`src/rtl/smsdac_seg_core.sv`:
```
// Segmented mismatch-shaping DAC encoder: WIDTH-bit code -> WIDTH-1 pairs of 2^k elements.
// Latency 1 clk from accepted sample (ena&&smp_en); no backpressure, outputs hold between samples.
module smsdac_seg_core #(
  parameter int          WIDTH     = 8,
  parameter logic [15:0] LFSR_SEED = 16'hACE1
) (
  input  logic             clk,
  input  logic             rst_n,
  input  logic             ena,
  input  logic             smp_en,
  input  logic [1:0]       mode,
  input  logic [WIDTH-1:0] din,
  output logic [WIDTH-2:0] unit_p,
  output logic [WIDTH-2:0] unit_n,
  output logic             dout_vld,
  output logic             sat
);

  localparam int S = WIDTH - 1;

  logic [S-1:0]     unit_p_q, unit_p_d;
  logic [S-1:0]     unit_n_q, unit_n_d;
  logic [S-1:0]     t_q, t_d, t_eff;
  logic [S-1:0]     two_c, one_c;
  logic [15:0]      lfsr_q, lfsr_d;
  logic [1:0]       mode_q;
  logic             dout_vld_q, sat_q;
  logic             acc, sat_c, mode_chg;
  logic [WIDTH-1:0] r_c;

  assign acc      = ena && smp_en;
  assign sat_c    = &din;
  assign r_c      = sat_c ? (din - WIDTH'(1)) : din;
  assign mode_chg = (mode != mode_q);
  assign t_eff    = mode_chg ? '0 : t_q;
  assign lfsr_d   = {lfsr_q[14:0], lfsr_q[15] ^ lfsr_q[13] ^ lfsr_q[12] ^ lfsr_q[10]};

  // Greedy MSB-first digit extraction; each digit is 0, 1 or 2 units of weight 2^k.
  always_comb begin
    logic [WIDTH-1:0] res;
    logic [WIDTH-1:0] q;
    res   = r_c;
    q     = '0;
    two_c = '0;
    one_c = '0;
    for (int k = S - 1; k >= 0; k--) begin
      q = res >> k;
      if (q >= WIDTH'(2)) begin
        two_c[k] = 1'b1;
        res      = res - (WIDTH'(2) << k);
      end else if (q[0]) begin
        one_c[k] = 1'b1;
        res      = res - (WIDTH'(1) << k);
      end
    end
  end

  always_comb begin
    unit_p_d = two_c;
    unit_n_d = two_c;
    t_d      = t_eff;
    for (int k = 0; k < S; k++) begin
      if (one_c[k]) begin
        case (mode)
          2'd0: begin
            unit_p_d[k] = 1'b1;
          end
          2'd2: begin
            unit_p_d[k] = ~lfsr_q[k];
            unit_n_d[k] = lfsr_q[k];
          end
          default: begin
            unit_p_d[k] = ~t_eff[k];
            unit_n_d[k] = t_eff[k];
            t_d[k]      = ~t_eff[k];
          end
        endcase
      end
    end
  end

  always_ff @(posedge clk or negedge rst_n) begin
    if (!rst_n) begin
      unit_p_q   <= '0;
      unit_n_q   <= '0;
      dout_vld_q <= 1'b0;
      sat_q      <= 1'b0;
      t_q        <= '0;
      lfsr_q     <= LFSR_SEED;
      mode_q     <= 2'd0;
    end else begin
      dout_vld_q <= acc;
      if (acc) begin
        unit_p_q <= unit_p_d;
        unit_n_q <= unit_n_d;
        sat_q    <= sat_c;
        t_q      <= t_d;
        lfsr_q   <= lfsr_d;
        mode_q   <= mode;
      end
    end
  end

  assign unit_p   = unit_p_q;
  assign unit_n   = unit_n_q;
  assign dout_vld = dout_vld_q;
  assign sat      = sat_q;

endmodule
```
`config.mk`:
```
export PLATFORM = sky130hd
export DESIGN_NAME = smsdac_seg_core
export DESIGN_NICKNAME = d
export VERILOG_FILES = /design/src/rtl/smsdac_seg_core.sv
export SDC_FILE = /design/constraint.sdc
export NUM_CORES = 1
export LEC_CHECK = 0
export ABC_AREA = 1
export CELL_PAD_IN_SITES_DETAIL_PLACEMENT = 1
export CELL_PAD_IN_SITES_GLOBAL_PLACEMENT = 1
export CORE_UTILIZATION = 37
export CTS_CLUSTER_SIZE = 28
export DETAILED_ROUTE_END_ITERATION = 8
export PLACE_DENSITY = 0.78
export SYNTH_ARGS = -nofsm -noshare
export SYNTH_HDL_FRONTEND = slang
export SYNTH_SLANG_ARGS = --single-unit
```
`constraint.sdc`:
```
create_clock -name clk -period 1.4 [get_ports clk]
set_input_delay 0.21 -clock clk [delete_from_list [all_inputs] [get_ports clk]]
set_output_delay 0.21 -clock clk [all_outputs]
set_load 0.05 [all_outputs]
```
**Yosys cells after proc, flatten, opt, wreduce, memory -nomap -nowiden**

Cells that the tools add are included.

- Register bits after elaboration: 41
- Bits in latches: 0
- Memory bits (writable): 0
- ROM bits: 0
- Bits of input ports: 14
- Output and inout port bits: 16
- Memories kept: 0

- Add/subtract/negate cells: 13
- Multiply operators: 0
- Divide/modulo/power cells: 0
- Magnitude comparators: 7
- Equality and inequality tests: 2
- Shift operators: 0
- Multiplexer cells: 77
- Bitwise gates (word level): 17
- Reduce and logical (&&, ||, !) cells: 4

Operator list:

| kind | count |
|---|---|
| 8-bit two-way mux | 13 |
| 1-bit two-way mux | 49 |
| 1-bit case mux with 2 select lines | 14 |
| 8-bit by 3-bit subtractor with 8-bit output (second input constant) | 2 |
| 8-bit by 4-bit subtractor with 8-bit output (second input constant) | 2 |
| 8-bit by 5-bit subtractor with 8-bit output (second input constant) | 2 |
| 8-bit by 6-bit subtractor with 8-bit output (second input constant) | 2 |
| 8-bit by 7-bit subtractor with 8-bit output (second input constant) | 2 |
| 1-bit inverter | 14 |
| 8-bit by 2-bit greater-or-equal comparator with 1-bit output (second input constant) | 1 |
| 8-bit AND reduction | 1 |
| 8-bit by 1-bit subtractor with 8-bit output (second input constant) | 1 |
| 8-bit by 2-bit subtractor with 8-bit output (second input constant) | 1 |
| 8-bit subtractor (second input constant) | 1 |
| 7-bit by 2-bit greater-or-equal comparator with 1-bit output (second input constant) | 1 |
| 7-bit two-way mux | 1 |
| 6-bit by 2-bit greater-or-equal comparator with 1-bit output (second input constant) | 1 |
| 5-bit by 2-bit greater-or-equal comparator with 1-bit output (second input constant) | 1 |
| 4-bit by 2-bit greater-or-equal comparator with 1-bit output (second input constant) | 1 |
| 3-bit by 2-bit greater-or-equal comparator with 1-bit output (second input constant) | 1 |
| 1-bit XOR | 3 |
| 2-bit equality test (second input constant) | 1 |
| 2-bit greater-or-equal comparator (second input constant) | 1 |
| 2-bit logical NOT | 1 |
| 3 further kinds | 3 |

**Depth between registers and ports, before layout**

- Depth in word-level cells: 24
- Mapped depth: 21
- Gate-level depth less buffers: 21

**Worst setup path before layout**

Ideal clock, no wire load.

- Path kind: input -> register
- From: in din[5]
- To: reg unit_n_q[0] (netlist: unit_n[0])
- Arrival time: 2.076 ns
- Slack: -0.788 ns
- Cell stages on the path: 17
- Path buffers: 0
- Cell sequence: inv_1 > nor2_8 > inv_1 > ha_1 > nand3_2 > nand2_4 > clkinv_2 > o31ai_2 > nand3_4 > nand2_1 > ha_1 > nand3b_1 > clkinv_1 > nor2_2 > nand3_1 > nand2_1 > inv_1

- Longest elaborated chain between the ends: 24
- Elaborated cells between the ends (all ways): 39

RTL lines:

| element | line | source |
|---|---|---|
| start: declaration | 12 | `input logic [WIDTH-1:0] din,` |
| 8-bit by 1-bit subtractor with 8-bit output / 8-bit AND reduction (equally long branches) | 33, 32 |  |
| 8-bit two-way mux (*) | 33 | `assign r_c = sat_c ? (din - WIDTH'(1)) : din;` |
| 8-bit by 7-bit subtractor with 8-bit output | 53 | `res = res - (WIDTH'(1) << k);` |
| 8-bit two-way mux | 51 | `end else if (q[0]) begin` |
| 8-bit two-way mux (*) | 48 | `if (q >= WIDTH'(2)) begin` |
| 8-bit by 6-bit subtractor with 8-bit output | 53 |  |
| 8-bit two-way mux | 51 |  |
| 8-bit two-way mux (*) | 48 |  |
| [8 not listed] | n/a |  |
| 8-bit two-way mux (*) | 48 |  |
| 8-bit by 2-bit subtractor with 8-bit output | 53 |  |
| 8-bit two-way mux | 51 |  |
| 8-bit two-way mux (*) | 48 |  |
| 8-bit by 2-bit greater-or-equal comparator with 1-bit output | 48 |  |
| 1-bit two-way mux | 48 |  |
| 1-bit case mux with 2 select lines | 64 | `case (mode)` |
| 1-bit two-way mux (*) | 63 | `if (one_c[k]) begin` |
| end signal: assignment | 95 | `unit_n_q <= unit_n_d;` |
| end: declaration | 22 | `logic [S-1:0] unit_n_q, unit_n_d;` |

Mark *: on every way between the ends. The rest lies on a longest branch, timed or not.
A chain may end at the register's enable or synchronous reset.

**Worst setup path in the final report**

- From: in din[4]
- To: reg unit_p_q[0] (netlist: unit_p[0])

- Longest elaborated chain between the ends: 23
- Elaborated cells between the ends (all ways): 38

RTL lines:

| element | line | source |
|---|---|---|
| 8-bit by 1-bit subtractor with 8-bit output / 8-bit AND reduction (equally long branches) | 33, 32 |  |
| 8-bit two-way mux (*) | 33 |  |
| 8-bit by 7-bit subtractor with 8-bit output | 53 |  |
| 8-bit two-way mux | 51 |  |
| 8-bit two-way mux (*) | 48 |  |
| 8-bit by 6-bit subtractor with 8-bit output | 53 |  |
| 8-bit two-way mux | 51 |  |
| 8-bit two-way mux (*) | 48 |  |
| [7 not listed] | n/a |  |
| 8-bit two-way mux | 51 |  |
| 8-bit two-way mux (*) | 48 |  |
| 8-bit by 2-bit subtractor with 8-bit output | 53 |  |
| 8-bit two-way mux | 51 |  |
| 8-bit two-way mux (*) | 48 |  |
| 8-bit by 2-bit greater-or-equal comparator with 1-bit output / 1-bit two-way mux (equally long branches) | 48, 51 |  |
| 1-bit two-way mux | 48 |  |
| 1-bit two-way mux (*) | 63 |  |
| end signal: assignment | 94 | `unit_p_q <= unit_p_d;` |
| end: declaration | 21 | `logic [S-1:0] unit_p_q, unit_p_d;` |

Marks and branches as above.

==> reports/results.tsv <==
metric	value	unit
wl_per_cell	26.2	um
synth-edff-count	0	
vias_per_cell	5.76	
layout.nets	428	
finalSetupTns	-7.01	ns
setup_ws	-0.750	ns
maxCapViolCount	0	
root_buffer	clkbuf_8	
clock_latency	0.33	ns
min_path_type	input port to register	
first_pass_iters	4	
synth_area_leader_cell	dfrtp_1	
path_class	input port to register	
fillers	650	
cts_buffer_depth	2	
synth_top_cell_area_share	34.8	%
dp_hpwl	5520	um
synth_area_per_cell	7.96	um^2
netlist_top_cells_area	dfrtp_1 35%, dfstp_2 8.9%, nand2_1 8.9%	
critPathMaxFanout	5	
drc	0	
dr.first_iter.drc_count	250	
startpoint	din[4]	
placed_area	3380	um^2
power_density	1090	nW/um^2
crit_required	1.61	ns
grt_pass1_vias	2950	
synth_cells	298	
timing.fmax	465	MHz
postSynth.asyncResetShare	100	%
final_area	4070	um^2
drv_slew	0	
gp_congestion	0.828	
layout.cells.non_filler	484	
vias	2788	
drive_above_1_share	52.1	%
area_growth	71.3	%
die_h	82.1	um
grt.overflow.total	0	
rsz0062_at_grt	true	
grt_pass1_wl	16500	um
start_kind	input port	
ir_drop	0.641	mV
finalHoldViolCount	0	
final_cell_mix	71 x buf_4, 42 x nand2_1, 34 x inv_1	
cts_buffers	5	
antenna_cells	0	
antenna_found_initial	0	
ant_nets	0	
synth_ff_type	dfrtp_1	
cts.clk_slew.worst_paths	0.12	ns
ios	30	
post-route-min-period	2.15	ns
leakage	0.00188	uW
fp-row-count	28	
fin_skew	0.0223	ns
fp.coreArea	6060	um^2
critPathCaptureType	register	
status	finished, violations left	
synth.distinct_cells	35	
worstHoldStart	din[5]	
cts_tree	done	
synthesis.area	2370	um^2
worstMarginPinSlew	0.501	ns
yosysSeqAreaShare	43.6	%
violations	negative setup slack	
relSlewSlack	66.3	%
final_common_cell	buf_4	
htree_levels	2	
wl	12700	um
arrival	2.36	ns
dieArea	6740	um^2
die_x	82.1	um
synth.ff_latch_count	41	
grtUsageTotal	34.4	%
place_inst	450	
post-route-period-util	154	%
reg2reg_from	mode_q[1]$_DFFE_PN0P_	
clock-sinks	41	
initial_core_util	39.2	%
fin_total_pwr	4440	uW
grt_max_degree	42	
setup_viol	21	
yosysWarnings	0	
portBuffers	29	
stage by stage:
step | worst slack (ns) | util (%) | hold WS (ns)
after floorplan | -0.287 | - | -0.0856
after global placement | -1.33 | 55.8 | 0.198
after detailed placement | -1.50 | 55.8 | 0.205
after CTS | -0.488 | 63.6 | 0.274
after global routing | -0.778 | 67.1 | 0.272
final | -0.750 | 67.1 | 0.260
per-layer routing:
layer / track usage (%) / wire, um
met1: 39.3 / 4680
met2: 60.6 / 6410
met3: 5.27 / 740
met4: 20.4 / 845
met5: 0 / 0
critical path, cell delays in order:
cell      delay (ns)
buf_2           0.12
nand2_2         0.09
nor2_4          0.11
inv_1           0.08
ha_1            0.30
inv_2           0.07
o31ai_4         0.25
nand3_4         0.20
nand2_4         0.14
ha_4            0.13
nand3b_1        0.18
clkinv_2        0.11
nor2_4          0.16
nand3_2         0.08
nand2_1         0.08
inv_1           0.04
synthesized netlist by cell type (4+ instances only):
library cell  count
a21oi_1          13
clkbuf_1          7
dfrtp_1          33
dfstp_2           8
ha_1              6
inv_1            45
nand2_1          56
nand3_1          13
nand4_1           5
nor2_1           28
nor3_1            4
o21ai_0          26
o22ai_1           6
or2_2             4
xnor2_1           4
xor2_1            6
what timing repair did:
action | 4_1_cts | 5_1_grt
pin swaps | 41 | 25
endpoints found under the setup margin | 20 | 21
buffers inserted | 19 | 7
endpoints found under the hold margin | 33 | 0
hold buffers | 1 | 0
resized for setup | 98 | 39
gates cloned | 0 | 0
final timing paths:
check / end / slack, ns / cells after the start
worst max-delay path: unit_p[0]$_DFFE_PN0P_ / -0.75 / 16
worst min-delay path: unit_n[5]$_DFFE_PN0P_ / 0.26 / 4
worst max register to register: t_q[3]$_DFFE_PN0P_ / -0.42 / 9
worst min register to register: lfsr_q[15]$_DFFE_PN1P_ / 0.49 / 2
max in group asynchronous: lfsr_q[5]$_DFFE_PN1P_ / 0.65 / 3
min in group asynchronous: unit_p[6]$_DFFE_PN0P_ / 0.46 / 3
area by class of cell:
class	instances	area (um^2)	share of cell area (%)
Clock buffer	5	68.8	1.69
Clock inverter	3	25.0	0.616
Multi-Input combinational cell	199	1520	37.3
Tap cell	75	93.8	2.31
Sequential cell	41	1040	25.5
Timing Repair Buffer	110	1100	27.2
Inverter	51	221	5.45
power by group:
group	switching (uW)	internal, uW
Combinational	1100	784
Sequential	216	1460
Clock	520	361
flip-flops by register name (all words and copies together), names as in the netlist:
name	cells
lfsr_q	16
t_q	7
unit_n	7
unit_p	7
mode_q	2
dout_vld	1
sat	1
kinds of logic (layout without fill, tap and decap cells):
logic type,after synthesis,after routing,synth area share (%)
compound gates,55,55,13.5
xor+xnor,10,10,3.69
fa+ha+maj,6,6,3.16
buf+inv,59,169,9.75
flops,41,41,43.6
other cells,1,2,0.158
simple gates,126,126,26.0
(Power assumes the default switching activity.)
